## src/rtl/cpu_pkg.sv

```systemverilog
// Shared CPU core types: opcode and phase encodings, the sequencer control
// vector, and the ALU-opcode membership test used by decode and datapath.
package cpu_pkg;

    localparam int OPCODE_WIDTH = 3;
    localparam int PHASE_WIDTH  = 3;

    typedef enum logic [OPCODE_WIDTH-1:0] {
        HLT = 3'd0,
        SKZ = 3'd1,
        ADD = 3'd2,
        AND = 3'd3,
        XOR = 3'd4,
        LDA = 3'd5,
        STO = 3'd6,
        JMP = 3'd7
    } opcode_t;

    typedef enum logic [PHASE_WIDTH-1:0] {
        INST_ADDR  = 3'd0,
        INST_FETCH = 3'd1,
        INST_LOAD  = 3'd2,
        IDLE       = 3'd3,
        OP_ADDR    = 3'd4,
        OP_FETCH   = 3'd5,
        ALU_OP     = 3'd6,
        STORE      = 3'd7
    } phase_t;

    // Raw decode of one phase; strobes are qualified by the sequencer top.
    typedef struct packed {
        logic sel;
        logic rd;
        logic wr;
        logic ld_ir;
        logic inc_pc;
        logic ld_pc;
        logic ld_ac;
        logic data_e;
    } ctrl_t;

    function automatic logic is_aluop(input opcode_t op);
        return (op == ADD) || (op == AND) || (op == XOR) || (op == LDA);
    endfunction

endpackage

```

## src/rtl/seq_decode.sv

```systemverilog
// Pure combinational phase/opcode decode into the raw control vector. No
// gating here: run, halt, stall and restart qualification live in the top.
module seq_decode
    import cpu_pkg::*;
(
    input  phase_t  phase,
    input  opcode_t opcode,
    input  logic    zero,
    output ctrl_t   ctrl
);

    logic alu;

    always_comb begin
        // NOTE: every output gets a default before the case so no path leaves it unassigned (no latch).
        ctrl = '0;
        alu  = is_aluop(opcode);
        case (phase)
            INST_ADDR: begin
                ctrl.sel = 1'b1;
            end
            INST_FETCH: begin
                ctrl.sel = 1'b1;
                ctrl.rd  = 1'b1;
            end
            INST_LOAD: begin
                ctrl.sel   = 1'b1;
                ctrl.rd    = 1'b1;
                ctrl.ld_ir = 1'b1;
            end
            IDLE: begin
                ctrl.sel = 1'b1;
                ctrl.rd  = 1'b1;
            end
            OP_ADDR: begin
                ctrl.inc_pc = 1'b1;
            end
            OP_FETCH: begin
                ctrl.rd = alu;
            end
            ALU_OP: begin
                // Skip-if-zero is a second PC increment; a jump only loads.
                ctrl.rd     = alu;
                ctrl.inc_pc = (opcode == SKZ) && zero;
                ctrl.ld_pc  = (opcode == JMP);
                ctrl.data_e = (opcode == STO);
            end
            STORE: begin
                ctrl.rd     = alu;
                ctrl.ld_ac  = alu;
                ctrl.ld_pc  = (opcode == JMP);
                ctrl.wr     = (opcode == STO);
                ctrl.data_e = (opcode == STO);
            end
            default: begin
                ctrl = '0;
            end
        endcase
    end

endmodule

```

## src/rtl/cpu_sequencer.sv

```systemverilog
// Eight-phase instruction sequencer: owns the phase register and halt latch,
// applies memory wait-states, the run gate and restart to the raw decode.
module cpu_sequencer
    import cpu_pkg::*;
#(
    parameter int OPCODE_W = OPCODE_WIDTH,
    parameter int PHASE_W  = PHASE_WIDTH
) (
    input  logic                clk,
    input  logic                rst_,
    input  logic                run,
    input  logic                restart,
    input  logic                mem_ready,
    input  logic [OPCODE_W-1:0] opcode,
    input  logic                zero,
    output logic [PHASE_W-1:0]  phase,
    output logic                sel,
    output logic                rd,
    output logic                wr,
    output logic                ld_ir,
    output logic                inc_pc,
    output logic                ld_pc,
    output logic                ld_ac,
    output logic                data_e,
    output logic                halt,
    output logic                instr_done
);

    phase_t  phase_q, phase_d;
    logic    halt_q, halt_d;
    opcode_t op;
    ctrl_t   dec;
    logic    stall;
    logic    strobe_en;
    logic    advance;

    assign op = opcode_t'(opcode);

    seq_decode u_decode (
        .phase  (phase_q),
        .opcode (op),
        .zero   (zero),
        .ctrl   (dec)
    );

    // Wait-states only apply to phases with a memory access that must complete.
    assign stall = ((phase_q == INST_FETCH) ||
                    ((phase_q == OP_FETCH) && dec.rd) ||
                    ((phase_q == STORE) && dec.wr)) && !mem_ready;

    assign strobe_en = run && !halt_q && !restart;
    assign advance   = strobe_en && !stall;

    always_comb begin
        phase_d = phase_q;
        halt_d  = halt_q;
        if (restart) begin
            phase_d = INST_ADDR;
            halt_d  = 1'b0;
        end else if (advance) begin
            phase_d = phase_t'(phase_q + 3'd1);
            if ((phase_q == OP_ADDR) && (op == HLT)) begin
                halt_d = 1'b1;
            end
        end
    end

    always_ff @(posedge clk or negedge rst_) begin
        // NOTE: non-blocking assignments so every flop samples pre-edge values.
        if (!rst_) begin
            phase_q <= INST_ADDR;
            halt_q  <= 1'b0;
        end else begin
            phase_q <= phase_d;
            halt_q  <= halt_d;
        end
    end

    assign phase  = phase_q;
    assign sel    = dec.sel;
    assign rd     = dec.rd;
    assign data_e = dec.data_e;
    assign halt   = halt_q;

    // wr stays up through wait-states so memory sees the request until mem_ready.
    assign wr     = dec.wr && strobe_en;
    assign ld_ir  = dec.ld_ir  && advance;
    assign inc_pc = dec.inc_pc && advance;
    assign ld_pc  = dec.ld_pc  && advance;
    assign ld_ac  = dec.ld_ac  && advance;

    assign instr_done = (phase_q == STORE) && advance;

endmodule

```

## config.mk

```make
export PLATFORM = sky130hd
export DESIGN_NAME = cpu_sequencer
export DESIGN_NICKNAME = d
export VERILOG_FILES = /design/src/rtl/cpu_pkg.sv /design/src/rtl/seq_decode.sv /design/src/rtl/cpu_sequencer.sv
export SDC_FILE = /design/constraint.sdc
export NUM_CORES = 1
export LEC_CHECK = 0
export BUFFER_PORTS_ARGS = -buffer_cell sky130_fd_sc_hd__buf_2
export CORE_AREA = 2 2 39 41
export CTS_BUF_LIST = sky130_fd_sc_hd__clkbuf_8
export CTS_CLUSTER_SIZE = 20
export DETAILED_ROUTE_END_ITERATION = 10
export DIE_AREA = 0 0 41 43
export SLEW_MARGIN = 15
export SYNTH_ARGS = -nofsm -noshare
export SYNTH_HDL_FRONTEND = slang
export SYNTH_SLANG_ARGS = --single-unit
export TNS_END_PERCENT = 1
```

## constraint.sdc

```tcl
create_clock -name clk -period 2.5 [get_ports clk]
set_clock_uncertainty 0.1 [all_clocks]
set_input_delay 0.5 -clock clk [delete_from_list [all_inputs] [get_ports clk]]
set_output_delay 0.5 -clock clk [all_outputs]
set_load 0.02 [all_outputs]
```

# Word-level counts from Yosys, hierarchy flattened
# Cells that the tools add are included.
[totals] reg_bits=4 wordCells=62 out_inout_bits=13
[op_classes] n_reduce_logical=32 n_eq_ne=14 n_addsub=1 mux=13
[ops] op="== test 3 bit, second input constant" count=8
[ops] op="logical AND 1 bit" count=14
[ops] op="== test 3 x 2 -> 1 bit, second input constant" count=4
[ops] op="two-way mux 1 bit" count=9
[ops] op="== test 3 x 1 -> 1 bit, second input constant" count=2
[ops] op="logical NOT 3 bit" count=2
[ops] op="two-way mux 3 bit" count=2
[ops] op="OR reduction 3 bit" count=2
[ops] op="logical OR 1 bit" count=5
[ops] op="logical NOT 1 bit" count=4
[ops] op="one-hot mux 1 bit (2 select lines)" count=2
[ops] op="nonzero test 2 bit" count=2
[ops] op="OR reduction 4 bit" count=1
[ops] op="adder 3 x 1 -> 3 bit, second input constant" count=1
[ops] op="AND reduction 2 bit" count=1
[ops] op="OR reduction 2 bit" count=1

# Longest topological paths before layout
[depth] ltp_word=13 mapped_depth=6 depth_no_buf=6

# Modules after synthesis
# From an unflattened synthesis, not the netlist that was laid out.
[unflattened] hier_cells=45 hier_area_um2=406.6
[by_module_without_submodules] mod="cpu_sequencer" instances=1 area_per_inst_um2=325.3 cells_each=31 seq_area_each_um2=100.1
[by_module_without_submodules] mod="seq_decode" instances=1 area_per_inst_um2=81.3 cells_each=14 seq_area_each_um2=0.0

# Worst setup path before layout
# No wires, ideal clock.
[synth_timing] path_type="register to output" start="register phase_q[0], in the netlist phase[0]" end="output port ld_ac" path_stages_with_launch=7 path_slack_ns=0.171 arrival_ns=1.729 required_time_ns=1.900 path_cell_list="dfrtp_1 ha_1 ha_1 inv_1 a311oi_2 nor3_4 and3b_2"
[synth_between] elab_chain_len=10 elab_cells_between_ends=19 cone_classes="eq/ne: 6; mux: 3; reduce/logical: 10"
[synth_lines] item="start, declared" line="cpu_sequencer.sv:29" text="phase_t phase_q, phase_d;"
[synth_lines] item="start signal, assigned" line="cpu_sequencer.sv:74" text="phase_q <= phase_d;"
[synth_lines] item="== test 3 bit (tied with other cells)" line="seq_decode.sv:18, cpu_sequencer.sv:48"
[synth_lines] item="OR reduction 3 bit (no source line)"
[synth_lines] item="one-hot mux 1 bit (2 select lines)" line="seq_decode.sv:18" text="case (phase)"
[synth_lines] item="logical AND 1 bit" line="cpu_sequencer.sv:48" text="((phase_q == OP_FETCH) && dec.rd) ||"
[synth_lines] item="logical OR 1 bit" line="cpu_sequencer.sv:47" text="assign stall = ((phase_q == INST_FETCH) ||"
[synth_lines] item="logical OR 1 bit" line="cpu_sequencer.sv:48"
[synth_lines] item="logical AND 1 bit" line="cpu_sequencer.sv:49" text="((phase_q == STORE) && dec.wr)) && !mem_ready;"
[synth_lines] item="logical NOT 1 bit" line="cpu_sequencer.sv:52" text="assign advance = strobe_en && !stall;"
[synth_lines] item="logical AND 1 bit" line="cpu_sequencer.sv:52"
[synth_lines] item="logical AND 1 bit *" line="cpu_sequencer.sv:90" text="assign ld_ac = dec.ld_ac && advance;"
[synth_lines] item="end, declared" line="cpu_sequencer.sv:23" text="output logic ld_ac,"
# Mark *: on every way between the ends. The rest lies on a longest branch, timed or not.

# Worst setup path after layout
[layout_timing] start="register phase_q[0], in the netlist phase[0]" end="output port ld_ir"
[layout_between] elab_chain_len=10 elab_cells_between_ends=19 cone_classes="eq/ne: 6; mux: 3; reduce/logical: 10"
[layout_lines] item="== test 3 bit (tied with other cells)" line="seq_decode.sv:18, cpu_sequencer.sv:48"
[layout_lines] item="OR reduction 3 bit (no source line)"
[layout_lines] item="one-hot mux 1 bit (2 select lines)" line="seq_decode.sv:18"
[layout_lines] item="logical AND 1 bit" line="cpu_sequencer.sv:48"
[layout_lines] item="logical OR 1 bit" line="cpu_sequencer.sv:47"
[layout_lines] item="logical OR 1 bit" line="cpu_sequencer.sv:48"
[layout_lines] item="logical AND 1 bit" line="cpu_sequencer.sv:49"
[layout_lines] item="logical NOT 1 bit" line="cpu_sequencer.sv:52"
[layout_lines] item="logical AND 1 bit" line="cpu_sequencer.sv:52"
[layout_lines] item="logical AND 1 bit *" line="cpu_sequencer.sv:87" text="assign ld_ir = dec.ld_ir && advance;"
[layout_lines] item="end, declared" line="cpu_sequencer.sv:20" text="output logic ld_ir,"
# Marks and branches as above.

==> qor.yml <==
max_clock_freq_mhz: 415
share_comb_of_total_power_pct: 36.6
r2r_start: "phase[0]$_DFFE_PN0P_"
status: "finished, final reports clean"
use_met2_pct: 22.5
hold_depth: 1
p_clk_share_pct: 39.4
fill_cells: 144
ant_nets: 0
worst_pin_slew_ns: 0.342
grt_pass1_wl_microns: 1680
irDropWorstVdd_uv: 370
start_util_pct: 31.1
p_sw_uw: 109
cts_buffers: 3
yosys-top-cells-area: "dfrtp_1 (23%), ha_1 (17%), inv_1 (5.2%)"
endpoint_kind: "output pin"
yosys.area.top_type: "dfrtp_1"
drtIter0Drc: 8
wl_microns: 1140
synth_top_area_share_pct: 23.3
p_leak_uw: 0.000336
grt_overflow: 0
async_flop_share_pct: 100
pin_count: 22
drc: 0
vias: 463
fin_crit_sh_pct: 96.3
ff2ff_setup_slack_ns: 0.55
setup_violations: 0
avgSynthCellArea_sq_um: 8.78
fin_total_pwr_uw: 334
final_nets: 95
cts_root_buf: "clkbuf_8"
ys_seq_area_share_pct: 23.3
worstHoldStart: "phase[0]$_DFFE_PN0P_"
rows: 14
fin_crit_ns: 2.41
hold_viol: 0
max_cap_violations: 0
antenna_found_initial: 0
powerDensity_mw_per_mm2: 487
crit_required_ns: 1.90
p_int_uw: 225
hold_slack_ns: 0.443
busiest_layer: "met2"
final-seq-area_sq_um: 103
grt_pass1_vias: 410
synthesis.area_sq_um: 430
worstPathArrival_ns: 1.81
critical_path_class: "reg2out"
vias_per_cell: 4.93
seq_power_share_pct: 24.0
drt_first_pass_iters: 2
io_buffers: 21
cts_max_path_buffers: 2
hpwl_microns: 913
layout-drive-gt1-share_pct: 55.1
yosysWarnings: 0
min_to: "phase[0]$_DFFE_PN0P_"
dieArea_sq_mm: 0.00176
hold_class: "reg2reg"
clkTransAtPathRegs_ns: 0.03
path_cells: "ha_4 > ha_2 > inv_2 > a311oi_4 > nor3_4 > and3_2 > buf_4"
die_w_microns: 41
rr_worst_depth: 7
synthFlopType: "dfrtp_1"
wl_per_cell_microns: 12.1
grtUsageMet3_pct: 1.05
crit_slowest_cell: "dfrtp_2"
ys_ff_latch: 4
slew_violations: 0
syn_nets: 64
multiInputGateArea_sq_um: 343
synth.distinct_cells: 22
clock-sinks: 4
die_h_microns: 43
gp_congestion: 0.777
area_growth_pct: 59.3
clock_latency_ns: 0.21
cts_tree: "yes"
switching_share_pct: 32.6
grt_use_total_pct: 14.0
rr_endpoint: "phase[1]$_DFFE_PN0P_"
htreeDepth: 1
critical_path.max_fanout: 6
grtUsageMet1_pct: 18.2
relSlewSlack_pct: 77.0
core-area_sq_mm: 0.00138
synth_cells: 49
diodes: 0
max_stage_delay_ns: 0.44
synth-edff-count: 0
grt_max_degree: 8
startpoint_type: "flip-flop"
-- worst max-delay path, delay by kind of cell, from the launching register on --
| family | cells | cell delay, ns |
|---|---|---|
| AND/OR/NAND/NOR | 2 | 0.49 |
| flip-flops | 1 | 0.44 |
| adder cells (fa/ha/maj) | 2 | 0.33 |
| buffers and inverters | 2 | 0.20 |
| AO/OA/AOI/OAI | 1 | 0.12 |
-- through the flow --
step	cells	TNS [ns]	util (%)	worst slack, ns	instance area [sq um]
after floorplan	49	0	-	0.171	430
after global placement	88	0	41.2	0.191	571
after detailed placement	88	0	41.2	0.165	571
after CTS	92	0	46.4	0.000814	642
after global routing	94	-0.0107	49.5	-0.00548	686
final	94	0	49.5	0.0931	686
-- kinds of logic (layout without fill, tap and decap cells) --
logic type | after synthesis | after routing | synth area share (%)
simple gates | 23 | 23 | 32.6
mux | 3 | 3 | 8.14
xor+xnor | 1 | 1 | 2.04
compound gates | 6 | 6 | 11.3
buf+inv | 6 | 35 | 5.23
flops | 4 | 4 | 23.3
fa+ha+maj | 6 | 6 | 17.4
-- flip-flops by register name, indices dropped and copies added (netlist names) --
| signal | cells |
|---|---|
| halt | 1 |
| phase | 3 |
-- layer usage --
metal | part of all wire (%) | wire length [microns] | vias up
met2 | 49 | 562 | 14
met5 | 0 | 0 | -
li1 | - | - | 232
met4 | 0 | 0 | 0
met1 | 43 | 493 | 217
met3 | 7.0 | 79 | 0
-- layout make-up --
type	instances	share of cell area [%]
Inverter	6	3.28
Timing Repair Buffer	26	22.8
Sequential cell	4	15.0
Tap cell	16	2.92
Multi-Input combinational cell	39	50.0
Clock buffer	3	6.02
-- how the worst max path moves through the flow --
stage	from	to	slack, ns	cells past startpoint
floorplan	phase[0]$_DFFE_PN0P_	ld_ac	0.17	6
global placement	phase[0]$_DFFE_PN0P_	ld_pc	0.19	7
detailed placement	phase[0]$_DFFE_PN0P_	ld_pc	0.17	7
CTS	phase[0]$_DFFE_PN0P_	ld_ac	0.0008	7
global route	phase[0]$_DFFE_PN0P_	ld_pc	-0.005	7
finish	phase[0]$_DFFE_PN0P_	ld_ir	0.09	7
-- power by group through the flow --
| stage | clock network (uW) | registers, uW | logic (uW) |
|---|---|---|---|
| 3_3_place_gp | 0 | 77.8 | 110 |
| 2_1_floorplan | 0 | 84.5 | 64.3 |
| 6_report | 132 | 80.2 | 122 |
| 4_1_cts | 136 | 77.9 | 116 |
| 3_5_place_dp | 0 | 78.1 | 111 |
| 5_1_grt | 137 | 81.7 | 134 |
-- placed cells by master (no fill, tap or decap), drive strengths merged --
master / instances
a311oi: 1
and2: 1
and3: 2
and3b: 1
buf: 25
clkbuf: 3
dfrtp: 4
dlygate4sd3: 1
ha: 6
inv: 6
mux2: 1
mux2i: 2
nand2: 3
nand2b: 2
nand3: 1
nand4b: 2
nor2: 5
nor3: 5
nor4: 1
o211a: 1
o21ai: 2
o22ai: 1
o31ai: 1
xnor2: 1
-- synthesized netlist by cell type, drive strengths merged, types with 2 or more instances --
cell type  n
nor3       5
nand4b     2
mux2i      2
ha         6
dfrtp      4
nor2       5
nand2b     2
o21ai      2
and3       2
inv        6
nand2      3
-- what timing repair did --
item | CTS | global route
buffers inserted | 0 | 2
resized for setup | 5 | 10
hold buffers | 1 | 0
pin swaps | 1 | 5
setup endpoints to repair | 5 | 5
endpoints found under the hold margin | 4 | 0
(Power assumes the default switching activity.)
